**config.mk**
```make
export PLATFORM = sky130hd
export DESIGN_NAME = program_out_capture_flat
export DESIGN_NICKNAME = d
export VERILOG_FILES = /design/src/rtl/program_out_capture_if.sv /design/src/rtl/program_out_capture.sv /design/src/flat_wrapper.sv
export SDC_FILE = /design/constraint.sdc
export NUM_CORES = 1
export LEC_CHECK = 0
export ABC_AREA = 0
export CORE_UTILIZATION = 30
export CTS_CLUSTER_SIZE = 28
export DETAILED_ROUTE_END_ITERATION = 8
export GPL_ROUTABILITY_DRIVEN = 0
export REMOVE_ABC_BUFFERS = 1
export SLEW_MARGIN = 10
export SYNTH_ARGS = -nofsm -noshare
export SYNTH_HDL_FRONTEND = slang
export SYNTH_SLANG_ARGS = --single-unit
```
**constraint.sdc**
```tcl
create_clock -name clock -period 5.1 [get_ports clock]
set_input_delay 0.51 -clock clock [delete_from_list [all_inputs] [get_ports clock]]
set_output_delay 0.51 -clock clock [all_outputs]
set_load 0.005 [all_outputs]
```
**src/rtl/program_out_capture_if.sv**
```systemverilog
// Reader-side handshake for program_out_capture: show-ahead head entry plus valid/ready.
// Ports: rd_valid (FIFO non-empty), rd_ready (reader takes head), rd_data / rd_ts (head entry).
// master = capture block driving the head, slave = reader draining it.
interface program_out_capture_if #(
  parameter int DATA_W = 16,
  parameter int TS_W   = 16
);
  logic              rd_valid;
  logic              rd_ready;
  logic [DATA_W-1:0] rd_data;
  logic [TS_W-1:0]   rd_ts;

  modport master (
    output rd_valid,
    output rd_data,
    output rd_ts,
    input  rd_ready
  );

  modport slave (
    input  rd_valid,
    input  rd_data,
    input  rd_ts,
    output rd_ready
  );
endinterface

```
**src/rtl/program_out_capture.sv**
```systemverilog
// Purpose: watch program_out every clock, queue each value change with its cycle timestamp.
// Latency: a change sampled on edge N is at the FIFO head (rd_valid=1) right after edge N.
// Backpressure: reader stalls via rd_ready; when full, new changes are dropped and counted.
// Ports: clock/reset (async, active-high), program_out/capture_en (observed bus + gate),
//        rd (head entry valid/ready), count (occupancy), overflow/drop_count/clear_overflow.

// Generic show-ahead FIFO. A push is accepted when not full, or when full with a pop
// in the same cycle (the freed head slot is the one being written).
module poc_fifo #(
  parameter int W      = 32,
  parameter int DEPTH  = 8,
  parameter int ADDR_W = 3
) (
  input  logic          clock,
  input  logic          reset,
  input  logic          push,
  input  logic [W-1:0]  push_dat,
  input  logic          pop_rdy,
  output logic          accept,
  output logic          vld,
  output logic [W-1:0]  head_dat,
  output logic [ADDR_W:0] count
);
  typedef enum logic {IDLE, ACTIVE} state_t;

  localparam logic [ADDR_W:0]   FULL_CNT = (ADDR_W+1)'(DEPTH);
  localparam logic [ADDR_W:0]   CNT_ONE  = (ADDR_W+1)'(1);
  localparam logic [ADDR_W-1:0] PTR_ONE  = ADDR_W'(1);

  state_t            state_q, state_d;
  logic [ADDR_W:0]   count_q, count_d;
  logic [ADDR_W-1:0] wr_ptr_q, wr_ptr_d;
  logic [ADDR_W-1:0] rd_ptr_q, rd_ptr_d;
  logic [W-1:0]      mem [DEPTH];
  logic              pop;

  // State register: IDLE <-> ACTIVE tracks whether count is zero.
  always_ff @(posedge clock or posedge reset) begin
    if (reset) begin
      state_q  <= IDLE;
      count_q  <= '0;
      wr_ptr_q <= '0;
      rd_ptr_q <= '0;
    end else begin
      state_q  <= state_d;
      count_q  <= count_d;
      wr_ptr_q <= wr_ptr_d;
      rd_ptr_q <= rd_ptr_d;
    end
  end

  always_comb begin
    pop      = 1'b0;
    accept   = 1'b0;
    count_d  = count_q;
    wr_ptr_d = wr_ptr_q;
    rd_ptr_d = rd_ptr_q;
    state_d  = state_q;

    // Only ACTIVE has a head to pop; rd_ready while IDLE is ignored.
    pop    = (state_q == ACTIVE) && pop_rdy;
    accept = push && ((count_q != FULL_CNT) || pop);

    if (accept) wr_ptr_d = wr_ptr_q + PTR_ONE;
    if (pop)    rd_ptr_d = rd_ptr_q + PTR_ONE;

    case ({accept, pop})
      2'b10:   count_d = count_q + CNT_ONE;
      2'b01:   count_d = count_q - CNT_ONE;
      default: count_d = count_q;
    endcase

    case (state_q)
      IDLE:    state_d = (count_d != '0) ? ACTIVE : IDLE;
      ACTIVE:  state_d = (count_d == '0) ? IDLE : ACTIVE;
      default: state_d = IDLE;
    endcase
  end

  // Storage needs no reset: contents are only observed while vld=1.
  always_ff @(posedge clock) begin
    if (accept) mem[wr_ptr_q] <= push_dat;
  end

  assign vld      = (state_q == ACTIVE);
  assign head_dat = mem[rd_ptr_q];
  assign count    = count_q;
endmodule

module program_out_capture #(
  parameter int DATA_W = 16,
  parameter int TS_W   = 16,
  parameter int DEPTH  = 8,
  parameter int ADDR_W = 3
) (
  input  logic                 clock,
  input  logic                 reset,
  input  logic [DATA_W-1:0]    program_out,
  input  logic                 capture_en,
  program_out_capture_if.master rd,
  output logic [ADDR_W:0]      count,
  output logic                 overflow,
  input  logic                 clear_overflow,
  output logic [7:0]           drop_count
);
  localparam logic [TS_W-1:0] TS_ONE = TS_W'(1);

  logic [TS_W-1:0]        ts_q;
  logic [DATA_W-1:0]      prev_q;
  logic                   prev_valid_q;
  logic                   overflow_q;
  logic [7:0]             drop_q;
  logic                   change;
  logic                   push_req;
  logic                   accept;
  logic                   drop;
  logic [TS_W+DATA_W-1:0] head;

  // The first edge after reset always counts as a change so the initial bus value is logged.
  assign change   = !prev_valid_q || (program_out != prev_q);
  assign push_req = change && capture_en;
  assign drop     = push_req && !accept;

  always_ff @(posedge clock or posedge reset) begin
    if (reset) begin
      ts_q         <= '0;
      prev_q       <= '0;
      prev_valid_q <= 1'b0;
    end else begin
      ts_q         <= ts_q + TS_ONE;
      prev_q       <= program_out;
      prev_valid_q <= 1'b1;
    end
  end

  // A drop in the same cycle as clear_overflow wins and restarts the count at 1.
  always_ff @(posedge clock or posedge reset) begin
    if (reset) begin
      overflow_q <= 1'b0;
      drop_q     <= '0;
    end else if (drop) begin
      overflow_q <= 1'b1;
      if (clear_overflow)      drop_q <= 8'd1;
      else if (drop_q != 8'hFF) drop_q <= drop_q + 8'd1;
    end else if (clear_overflow) begin
      overflow_q <= 1'b0;
      drop_q     <= '0;
    end
  end

  poc_fifo #(
    .W      (TS_W + DATA_W),
    .DEPTH  (DEPTH),
    .ADDR_W (ADDR_W)
  ) u_fifo (
    .clock    (clock),
    .reset    (reset),
    .push     (push_req),
    .push_dat ({ts_q, program_out}),
    .pop_rdy  (rd.rd_ready),
    .accept   (accept),
    .vld      (rd.rd_valid),
    .head_dat (head),
    .count    (count)
  );

  assign rd.rd_ts    = head[DATA_W +: TS_W];
  assign rd.rd_data  = head[DATA_W-1:0];
  assign overflow    = overflow_q;
  assign drop_count  = drop_q;
endmodule

```
**src/flat_wrapper.sv**
```systemverilog
// flat-port wrapper written by rule: the top's interface ports become plain ports
module program_out_capture_flat 
#(
  parameter int DATA_W = 16,
  parameter int TS_W   = 16,
  parameter int DEPTH  = 8,
  parameter int ADDR_W = 3
)
  (clock, reset, program_out, capture_en, count, overflow, clear_overflow, drop_count, rd_rd_valid, rd_rd_data, rd_rd_ts, rd_rd_ready);
  program_out_capture_if #(.DATA_W(DATA_W), .TS_W(TS_W)) rd_i ();
  input  logic clock;
  input  logic reset;
  input  logic [DATA_W-1:0] program_out;
  input  logic capture_en;
  output logic [ADDR_W:0] count;
  output logic overflow;
  input  logic clear_overflow;
  output logic [7:0] drop_count;
  output wire logic [$bits(rd_i.rd_valid)-1:0] rd_rd_valid;
  output wire logic [$bits(rd_i.rd_data)-1:0] rd_rd_data;
  output wire logic [$bits(rd_i.rd_ts)-1:0] rd_rd_ts;
  input wire logic [$bits(rd_i.rd_ready)-1:0] rd_rd_ready;
  assign rd_rd_valid = rd_i.rd_valid;
  assign rd_rd_data = rd_i.rd_data;
  assign rd_rd_ts = rd_i.rd_ts;
  assign rd_i.rd_ready = rd_rd_ready;
  program_out_capture #(.DATA_W(DATA_W), .TS_W(TS_W), .DEPTH(DEPTH), .ADDR_W(ADDR_W)) u_core (.clock(clock), .reset(reset), .program_out(program_out), .capture_en(capture_en), .rd(rd_i), .count(count), .overflow(overflow), .clear_overflow(clear_overflow), .drop_count(drop_count));
endmodule
```
==> results of run 1 <==
==> kinds of logic after synthesis <==
family | count (synthesis)
DFF | 309
muxes | 99
and+or+nand+nor | 79
xor gates and xnor gates | 39
buffers and inverters | 28
AOI/OAI and AO/OA | 20
adders and majority gates | 7
other | 1
==> worst max-delay path, stage by stage <==
cell and delay [ns]:
clkdlybuf4s50_1 0.67, xnor2_1 0.17, nand4_1 0.21, nor3_1 0.48, nand4_1 0.36, and3_1 0.35, inv_1 0.09, ha_1 0.26
xor2_1 0.10, ha_1 0.18, a21oi_1 0.14, xnor2_1 0.13, nand2b_1 0.08, xnor2_1 0.14, or4_1 0.52
==> metrics by stage <==
step	utilization	instances	hold WS [ns]
6_report	0.367	1216	0.406
5_1_grt	0.367	1216	0.444
4_1_cts	0.367	1216	0.433
3_5_place_dp	0.343	1160	0.514
3_3_place_gp	0.343	1160	0.507
2_1_floorplan	-	561	0.482
==> flip-flops by register name, summed over array words and instances, names as in the netlist <==
register	count
u_core.prev_q	16
u_core.overflow	1
u_core.u_fifo.vld	1
u_core.u_fifo.rd_ptr_q	3
u_core.prev_valid_q	1
u_core.u_fifo.wr_ptr_q	3
u_core.u_fifo.mem	256
u_core.u_fifo.count	4
u_core.ts_q	16
u_core.drop_count	8
==> layer usage <==
metal / vias to the layer above / GRT usage
li1: 2547 / -
met1: 2974 / 0.172
met2: 84 / 0.194
met3: 37 / 0.0201
met4: 0 / 0.0333
met5: - / 0
==> where the power goes <==
| part | internal, mW | switching, mW |
|---|---|---|
| logic | 1.23 | 0.828 |
| clock network | 1.15 | 0.898 |
| registers | 3.12 | 0.360 |
==> synth_stat cells <==
| master | count |
|---|---|
| o311a_1 | 1 |
| o21ai_0 | 4 |
| nor2_2 | 1 |
| and3_1 | 6 |
| nand3b_1 | 2 |
| or4_1 | 5 |
| nand4b_1 | 1 |
| nand2b_1 | 2 |
| nor2_1 | 10 |
| xnor2_1 | 28 |
| a211oi_1 | 1 |
| nand4_1 | 9 |
| inv_1 | 7 |
| clkbuf_1 | 14 |
| or3b_2 | 1 |
| and2_4 | 1 |
| nor2b_1 | 1 |
| mux4_2 | 64 |
| and4_1 | 1 |
| ha_1 | 7 |
| o31ai_1 | 4 |
| and4b_4 | 1 |
| edfxtp_1 | 256 |
| xor2_1 | 11 |
| a32o_1 | 1 |
| conb_1 | 1 |
| nand2_1 | 9 |
| or3_1 | 4 |
| and2_1 | 2 |
| nand2_4 | 1 |
| nor4_1 | 1 |
| buf_2 | 7 |
| mux2_2 | 35 |
| nor3_1 | 5 |
| a21oi_1 | 9 |
| dfrtp_1 | 53 |
| nand3_1 | 16 |
==> cell usage in the layout, fill, tap and decap left out, types with 3 or more instances in the layout <==
master             n
clkbuf_16         30
dfrtp_1           50
mux2_2            35
a21oi_1            9
o21ai_0            4
mux4_2            64
nand4_1            9
clkbuf_8           4
edfxtp_1         256
nand3_1           16
or3_1              4
nor3_1             3
inv_1              6
nand2_1            9
buf_4             13
xnor2_1           28
xor2_1            11
nor2_1             4
clkinv_2           6
ha_1               7
or4_1              5
clkdlybuf4s50_1   66
o31ai_1            4
and3_1             6
clkbuf_1          13
nor2_4             6
==> final timing paths <==
kind                                                             from                                    end  slack (ns)  cells after the start
worst max-delay path                                  program_out[14]            u_core.u_fifo.vld$_DFF_PP0_        1.11                     15
worst min-delay path                                            reset               u_core.ts_q[6]$_DFF_PP0_        0.41                      2
worst max register to register             u_core.prev_q[8]$_DFF_PP0_            u_core.u_fifo.vld$_DFF_PP0_        1.37                     14
worst min register to register  u_core.u_fifo.wr_ptr_q[0]$_DFFE_PP0P_  u_core.u_fifo.wr_ptr_q[0]$_DFFE_PP0P_        0.52                      1
max in group asynchronous                                       reset  u_core.u_fifo.rd_ptr_q[0]$_DFFE_PP0P_        3.80                      3
min in group clock              u_core.u_fifo.wr_ptr_q[0]$_DFFE_PP0P_  u_core.u_fifo.wr_ptr_q[0]$_DFFE_PP0P_        0.52                      1
==> area by class of cell <==
cell class              count  area, sq um
repair buffers             81          798
well taps                 518          648
fillers                  3612        24700
flip-flops and latches    309         9020
inverters                   7         26.3
clock inverters             9         58.8
clock buffers              47          855
multi-input cells         245         2900
==> run metrics, run 1 <==
Seq cells post-synth=309; Antenna Nets Post-Route=0; first-pass GRT wire length=37200 um; Synth Area in Adders=0.00732; Worst-Margin Slew=1.09 ns; TritonCTS clock tree=yes; CTS Buffer Depth=3; layout cells sized above 1=0.248; post-DR vias/cell=4.64; DIE AREA=40700 sq um; synthesized area=12000 sq um; min Tclk post-route=3.99 ns; Hold Violations, Final=0; Detail Route met2 WL=11500 um; Clock transition at path regs=0.06 ns; vias in the first global route=5996; critical path capture point type=flop; xor/xnor cell area share of the yosys netlist=0.0285; Post-Synth Simple-Gate Area=0.0377; worst vdd ir=0.270 mV; pin count of the biggest net entering global routing=41; Max Freq=251 MHz; HP Class=input pin to async pin; ranking of synthesized cells by area=edfxtp_1 64%, mux4_2 12%, dfrtp_1 11%; Distinct cells, synth=37; fraction of synthesized area in multiplexers=0.153; clock skew=0.0225 ns; FP Rows=72; sequential-to-total area share from yosys stat=0.753; max layer used=met4; Setup TNS=0 ns; I/O pin cnt=67; routed wl met3=778 um; Synth Area in Compound Gates=0.0102; # clock sinks=309; Die X-Extent=202 um; largest area contributor in the netlist=edfxtp_1; Design Area, Final=14300 sq um; DP HPWL=14000 um; WS Path Type=input pin to flop; startpoint types=input pin; core area=39000 sq um; nets=702; Final period util=0.783; status=finished clean; H-tree Lvls=1; Port Buffers=66; pwr dens=531 nW/um^2; Post-Place Setup Slack=0.621 ns; Ys Warns=0; global route total overflow=0; worst setup margin=1.11 ns; initial antenna violation count=0; CTS resizes=0; antenna cells=0; Syn-to-layout area delta=19.5%; Remaining DRCs=0; Mapped Cells=582; drt wl/cell=19.9 um; Slew Limit Fails=0; Hold Buf Count CTS=0; Synth top area share=0.642; slew margin rel.=0.271; RSZ-0062 raised after global routing=false; Synth Area per Inst=20.6 sq um; post-CTS setup buffers=0; main combinational cell family by area after synthesis=multiplexers; Worst-Skew Late Latency=0.56 ns; root buffer cell=clkbuf_16; overall power=7.59 mW; max cap viols=0; GRT Util Overall=0.122; Worst Path Required=5.51 ns; via count=5642; placed inst area=13400 sq um; total CTS buffers=30; Routed Wire Length=24300 um; drt pass-1 iters=4; drt first-iter violations=386; Die H=202 um; Initial Util=0.307; wire length on met1=11500 um; WP data arrival=4.41 ns; Leak=4.61 nW; # setup viols final=0; CP max FO=10
Power figures use the tool's default switching activity.
==> run 2, diff against run 1 <==
==> constraint.sdc (replaced) <==
create_clock -name clock -period 3.9 [get_ports clock]
set_input_delay 0.39 -clock clock [delete_from_list [all_inputs] [get_ports clock]]
set_output_delay 0.39 -clock clock [all_outputs]
set_load 0.005 [all_outputs]
==> run 2 against run 1 <==
Compared with the run above: design area rose by 1.9%; count of clock-buffer cells in the layout decreased by 7; wire length decreased by 0.54%; global-route usage down 0.055 points; clock power increased by 37%; non-clock buffer count grew 23; core utilization increased by 0.70 points; die area did not move; combinational power increased by 45%; first-iteration DRC count fell by 30%; largest cell class unchanged.
==> run metrics, run 2 (synthesis gave the netlist of run 1 again) <==
HP Class=input pin to async pin; initial antenna violation count=0; Post-Place Setup Slack=-0.0327 ns; max cap viols=0; via count=5745; Clock transition at path regs=0.06 ns; Top reg by flops=u_core.u_fifo.mem; I/O pin cnt=67; Top delay family on crit path=simple AND/OR/NAND/NOR gates; nets=726; Remaining DRCs=0; post-DR vias/cell=4.63; Syn-to-layout area delta=21.8%; GRT Util Overall=0.121; R2R depth=14; commonest non-fill, non-tap cell in the layout=edfxtp_1; Hold Buf Count CTS=0; # clock sinks=309; Worst Path Required=4.32 ns; layout cells sized above 1=0.270; drt wl/cell=19.5 um; clock skew=0.0123 ns; Worst-Skew Late Latency=0.55 ns; vias in the first global route=6238; CP max FO=2; global route total overflow=0; max reg flops=256; FP Rows=72; CTS Buffer Depth=3; TritonCTS clock tree=yes; reg2reg end=u_core.u_fifo.vld$_DFF_PP0_; Port Buffers=66; commonest cells after routing, fill and taps aside=256 x edfxtp_1, 66 x clkdlybuf4s50_1, 64 x mux4_2; R2R setup slack=0.51 ns; total CTS buffers=31; worst stage delay on the critical path=0.52 ns; Final period util=0.870; startpoint types=flop; H-tree Lvls=1; drt pass-1 iters=4; worst-path cell chain=xnor2_1, nand4_1, nor3_1, nand4_1, and3_1, inv_1, ha_1, xor2_1, ha_1, a21oi_1, xnor2_1, nand2b_1, xnor2_1, or4_1; crit path from=u_core.prev_q[9]$_DFF_PP0_; Die X-Extent=202 um; Initial Util=0.307; pwr dens=694 nW/um^2; Leak=4.75 nW; WS Path Type=flop to flop; Die H=202 um; CP max-delay cell=nor3_1; Max Freq=295 MHz; Worst R2R Start=u_core.prev_q[9]$_DFF_PP0_; placed insts=1183; root buffer cell=clkbuf_16; Slew Limit Fails=0; first-pass GRT wire length=37500 um; critical path capture point type=flop; slew margin rel.=0.327; DP HPWL=14000 um; post-CTS setup buffers=0; pin count of the biggest net entering global routing=63; critical path depth=14; min Tclk post-route=3.39 ns; worst vdd ir=0.432 mV; # setup viols final=0; status=finished clean; WP data arrival=3.81 ns; Hold Violations, Final=0; worst setup margin=0.509 ns; final non-filler cell total=1240; Antenna Nets Post-Route=0; CTS resizes=0; drt first-iter violations=272; DIE AREA=40700 sq um; CP bufs+invs=1; Worst-Margin Slew=1.00 ns; RSZ-0062 raised after global routing=false; Routed Wire Length=24100 um; core area=39000 sq um; fill count=3556; Largest regs=u_core.u_fifo.mem x256, u_core.prev_q x16, u_core.ts_q x16; antenna cells=0; cell mode on critical path=xnor2_1
## run 2: cell type report
class	instances	area (sq um)	share of cell area
sequential	309	9020	0.619
tap	518	648	0.0445
inverter	7	26.3	0.00180
multi-input combinational	245	2900	0.199
timing repair buffer	104	1020	0.0700
clock inverter	17	134	0.00918
clock buffer	40	830	0.0569
## run 2: per-stage QoR
| stage | setup TNS [ns] | hold WS, ns | util | cell area (sq um) | power, mW |
|---|---|---|---|---|---|
| 4_1_cts | 0 | 0.390 | 0.374 | 14600 | 10.3 |
| 3_3_place_gp | 0 | 0.504 | 0.349 | 13600 | 7.46 |
| 6_report | 0 | 0.372 | 0.374 | 14600 | 10.1 |
| 5_1_grt | 0 | 0.467 | 0.374 | 14600 | 10.6 |
| 3_5_place_dp | -0.0327 | 0.511 | 0.349 | 13600 | 7.49 |
| 2_1_floorplan | -4.31 | 0.421 | - | 11900 | 6.07 |
## run 2: routing by layer
| layer | global-route usage | vias to the layer above | part of all wire |
|---|---|---|---|
| met3 | 0.0190 | 31 | 0.031 |
| met4 | 0.0254 | 0 | 0.016 |
| li1 | - | 2591 | - |
| met5 | 0 | - | 0 |
| met2 | 0.202 | 93 | 0.49 |
| met1 | 0.167 | 3030 | 0.46 |
## run 2: worst max path at each step
stage	endpoint	slack, ns
final	u_core.u_fifo.vld$_DFF_PP0_	0.51
after global routing	u_core.u_fifo.vld$_DFF_PP0_	0.19
after CTS	u_core.u_fifo.vld$_DFF_PP0_	0.46
after detailed placement	u_core.u_fifo.vld$_DFF_PP0_	-0.03
after global placement	u_core.u_fifo.vld$_DFF_PP0_	0.02
after floorplan	u_core.u_fifo.mem[4][0]$_DFFE_PP_	-0.12
## run 2: power by group
group / switching, mW / internal [mW] / total (mW)
Combinational: 1.31 / 1.66 / 2.98
Clock: 1.19 / 1.62 / 2.81
Sequential: 0.235 / 4.09 / 4.33
Total: 2.74 / 7.38 / 10.1
==> run 3, diff against run 2 <==
==> constraint.sdc (replaced) <==
create_clock -name clock -period 3 [get_ports clock]
set_input_delay 0.3 -clock clock [delete_from_list [all_inputs] [get_ports clock]]
set_output_delay 0.3 -clock clock [all_outputs]
set_load 0.005 [all_outputs]
==> run 3 against run 2 <==
Compared with the run above: the run now ends with setup timing left; combinational power up 52%; sequential power up 28%; largest power group unchanged; flip-flop and latch count unchanged; critical path depth up 1; via count up 1.6%; wire length up 2.4%; sequential share of layout area down 2.6 points.
==> run metrics, run 3 (synthesis gave the netlist of run 1 again) <==
Clock transition at path regs=0.07 ns; antenna cells=0; Die X-Extent=202 um; WP data arrival=3.58 ns; overall power=13.9 mW; I/O pin cnt=67; global route total overflow=0; Slew Limit Fails=0; critical path capture point type=flop; failing checks=setup timing; TritonCTS clock tree=yes; H-tree Lvls=1; HP Class=input pin to async pin; DIE AREA=40700 sq um; via count=5835; status=finished with violations; worst setup margin=-0.149 ns; Final period util=1.05; post-DR vias/cell=4.60; Largest regs=u_core.u_fifo.mem x256, u_core.prev_q x16, u_core.ts_q x16; Worst-Skew Late Latency=0.57 ns; Remaining DRCs=0; Hold Buf Count CTS=0; drt wl/cell=19.5 um; drt first-iter violations=307; Worst Path Required=3.43 ns; startpoint types=flop; core area=39000 sq um; max reg flops=256; first-pass GRT wire length=38200 um; placed insts=1201; drt pass-1 iters=4; Port Buffers=66; final non-filler cell total=1268; FP Rows=72; WS Path Type=flop to flop; GRT Util Overall=0.124; slew margin rel.=0.527; Initial Util=0.307; Antenna Nets Post-Route=0; Leak=5.07 nW; vias in the first global route=6301; Max Freq=318 MHz; Top reg by flops=u_core.u_fifo.mem; RSZ-0062 raised after global routing=true; Syn-to-layout area delta=27.2%; Worst-Margin Slew=0.708 ns; # setup viols final=1; pin count of the biggest net entering global routing=53; pwr dens=915 nW/um^2; Routed Wire Length=24700 um; layout cells sized above 1=0.316; root buffer cell=clkbuf_16; min Tclk post-route=3.15 ns; Post-Place Setup Slack=-0.642 ns; max cap viols=0; commonest cells after routing, fill and taps aside=256 x edfxtp_1, 64 x mux4_2, 52 x clkdlybuf4s50_1; Die H=202 um; Hold Violations, Final=0; DP HPWL=14600 um; CTS Buffer Depth=3; total CTS buffers=31; # clock sinks=309; initial antenna violation count=0; CP max FO=2; clock skew=0.0296 ns; worst vdd ir=0.536 mV; nets=753; commonest non-fill, non-tap cell in the layout=edfxtp_1
## run 3: cell types whose count changed in the layout (fill, tap and decap cells not counted), moves of 3 or more
cell and change:
buf_12 +18, clkdlybuf4s50_1 -14, dlygate4sd2_1 +11, clkinv_1 -5, buf_16 +3, dlymetal6s2s_1 +3
## run 3: worst max-delay path, cell delays in order (launching register included)
cell and delay (ns):
dfrtp_1 0.39, xnor2_2 0.18, nand4_1 0.22, nor3_1 0.23, buf_4 0.17, nand4_1 0.11
and3_4 0.23, inv_4 0.06, ha_4 0.14, xor2_2 0.15, ha_2 0.20, a21oi_2 0.04
xnor2_1 0.17, nand2b_1 0.08, xnor2_1 0.14, or4_1 0.51
## run 3: power breakdown
group	total [mW]	leakage [nW]	switching, mW	internal [mW]
Combinational	4.52	1.65	1.89	2.63
Clock	3.84	0.500	1.59	2.26
Sequential	5.56	2.92	0.249	5.31
Total	13.9	5.07	3.73	10.2
## run 3: final timing paths
path / startpoint / end / slack (ns) / cells after the start
min in group clock: program_out[10] / u_core.prev_q[10]$_DFF_PP0_ / 0.38 / 1
max in group asynchronous: reset / u_core.prev_q[0]$_DFF_PP0_ / 2.20 / 3
hold / removal: reset / u_core.u_fifo.wr_ptr_q[2]$_DFFE_PP0P_ / 0.18 / 2
setup reg to reg: u_core.prev_q[9]$_DFF_PP0_ / u_core.u_fifo.vld$_DFF_PP0_ / -0.15 / 15
hold reg to reg: u_core.u_fifo.wr_ptr_q[0]$_DFFE_PP0P_ / u_core.u_fifo.wr_ptr_q[0]$_DFFE_PP0P_ / 0.53 / 1
setup / recovery: u_core.prev_q[9]$_DFF_PP0_ / u_core.u_fifo.vld$_DFF_PP0_ / -0.15 / 15
## run 3: layout make-up
| type | count | area [sq um] |
|---|---|---|
| Fill cell | 3521 | 23800 |
| Tap cell | 518 | 648 |
| Sequential cell | 309 | 9020 |
| Inverter | 7 | 28.8 |
| Clock inverter | 17 | 171 |
| Multi-Input combinational cell | 245 | 2950 |
| Clock buffer | 41 | 853 |
| Timing Repair Buffer | 131 | 1560 |
## run 3: timing repair
item                                    in CTS  in global routing
resized for setup                           18                 12
pin swaps                                    4                  9
gates cloned                                 3                  0
endpoints found under the setup margin      28                  6
setup buffers                                6                  0
## run 3: layer usage
layer / global-route usage / vias up / wire length (um)
met2: 0.204 / 114 / 12000
met1: 0.172 / 3041 / 11300
met4: 0.0327 / 0 / 452
li1: - / 2645 / -
met5: 0 / - / 0
met3: 0.0186 / 35 / 966
## run 3: through the flow
step                      TNS, ns  cell area, sq um  hold WS (ns)   util
after global placement      -1.01             14000         0.514  0.358
after global routing       -0.344             15200         0.240  0.390
after floorplan            -85.39             11900         0.331      -
after CTS                  -0.162             15200         0.184  0.389
final                      -0.149             15200         0.179  0.390
after detailed placement   -0.999             14000         0.518  0.358
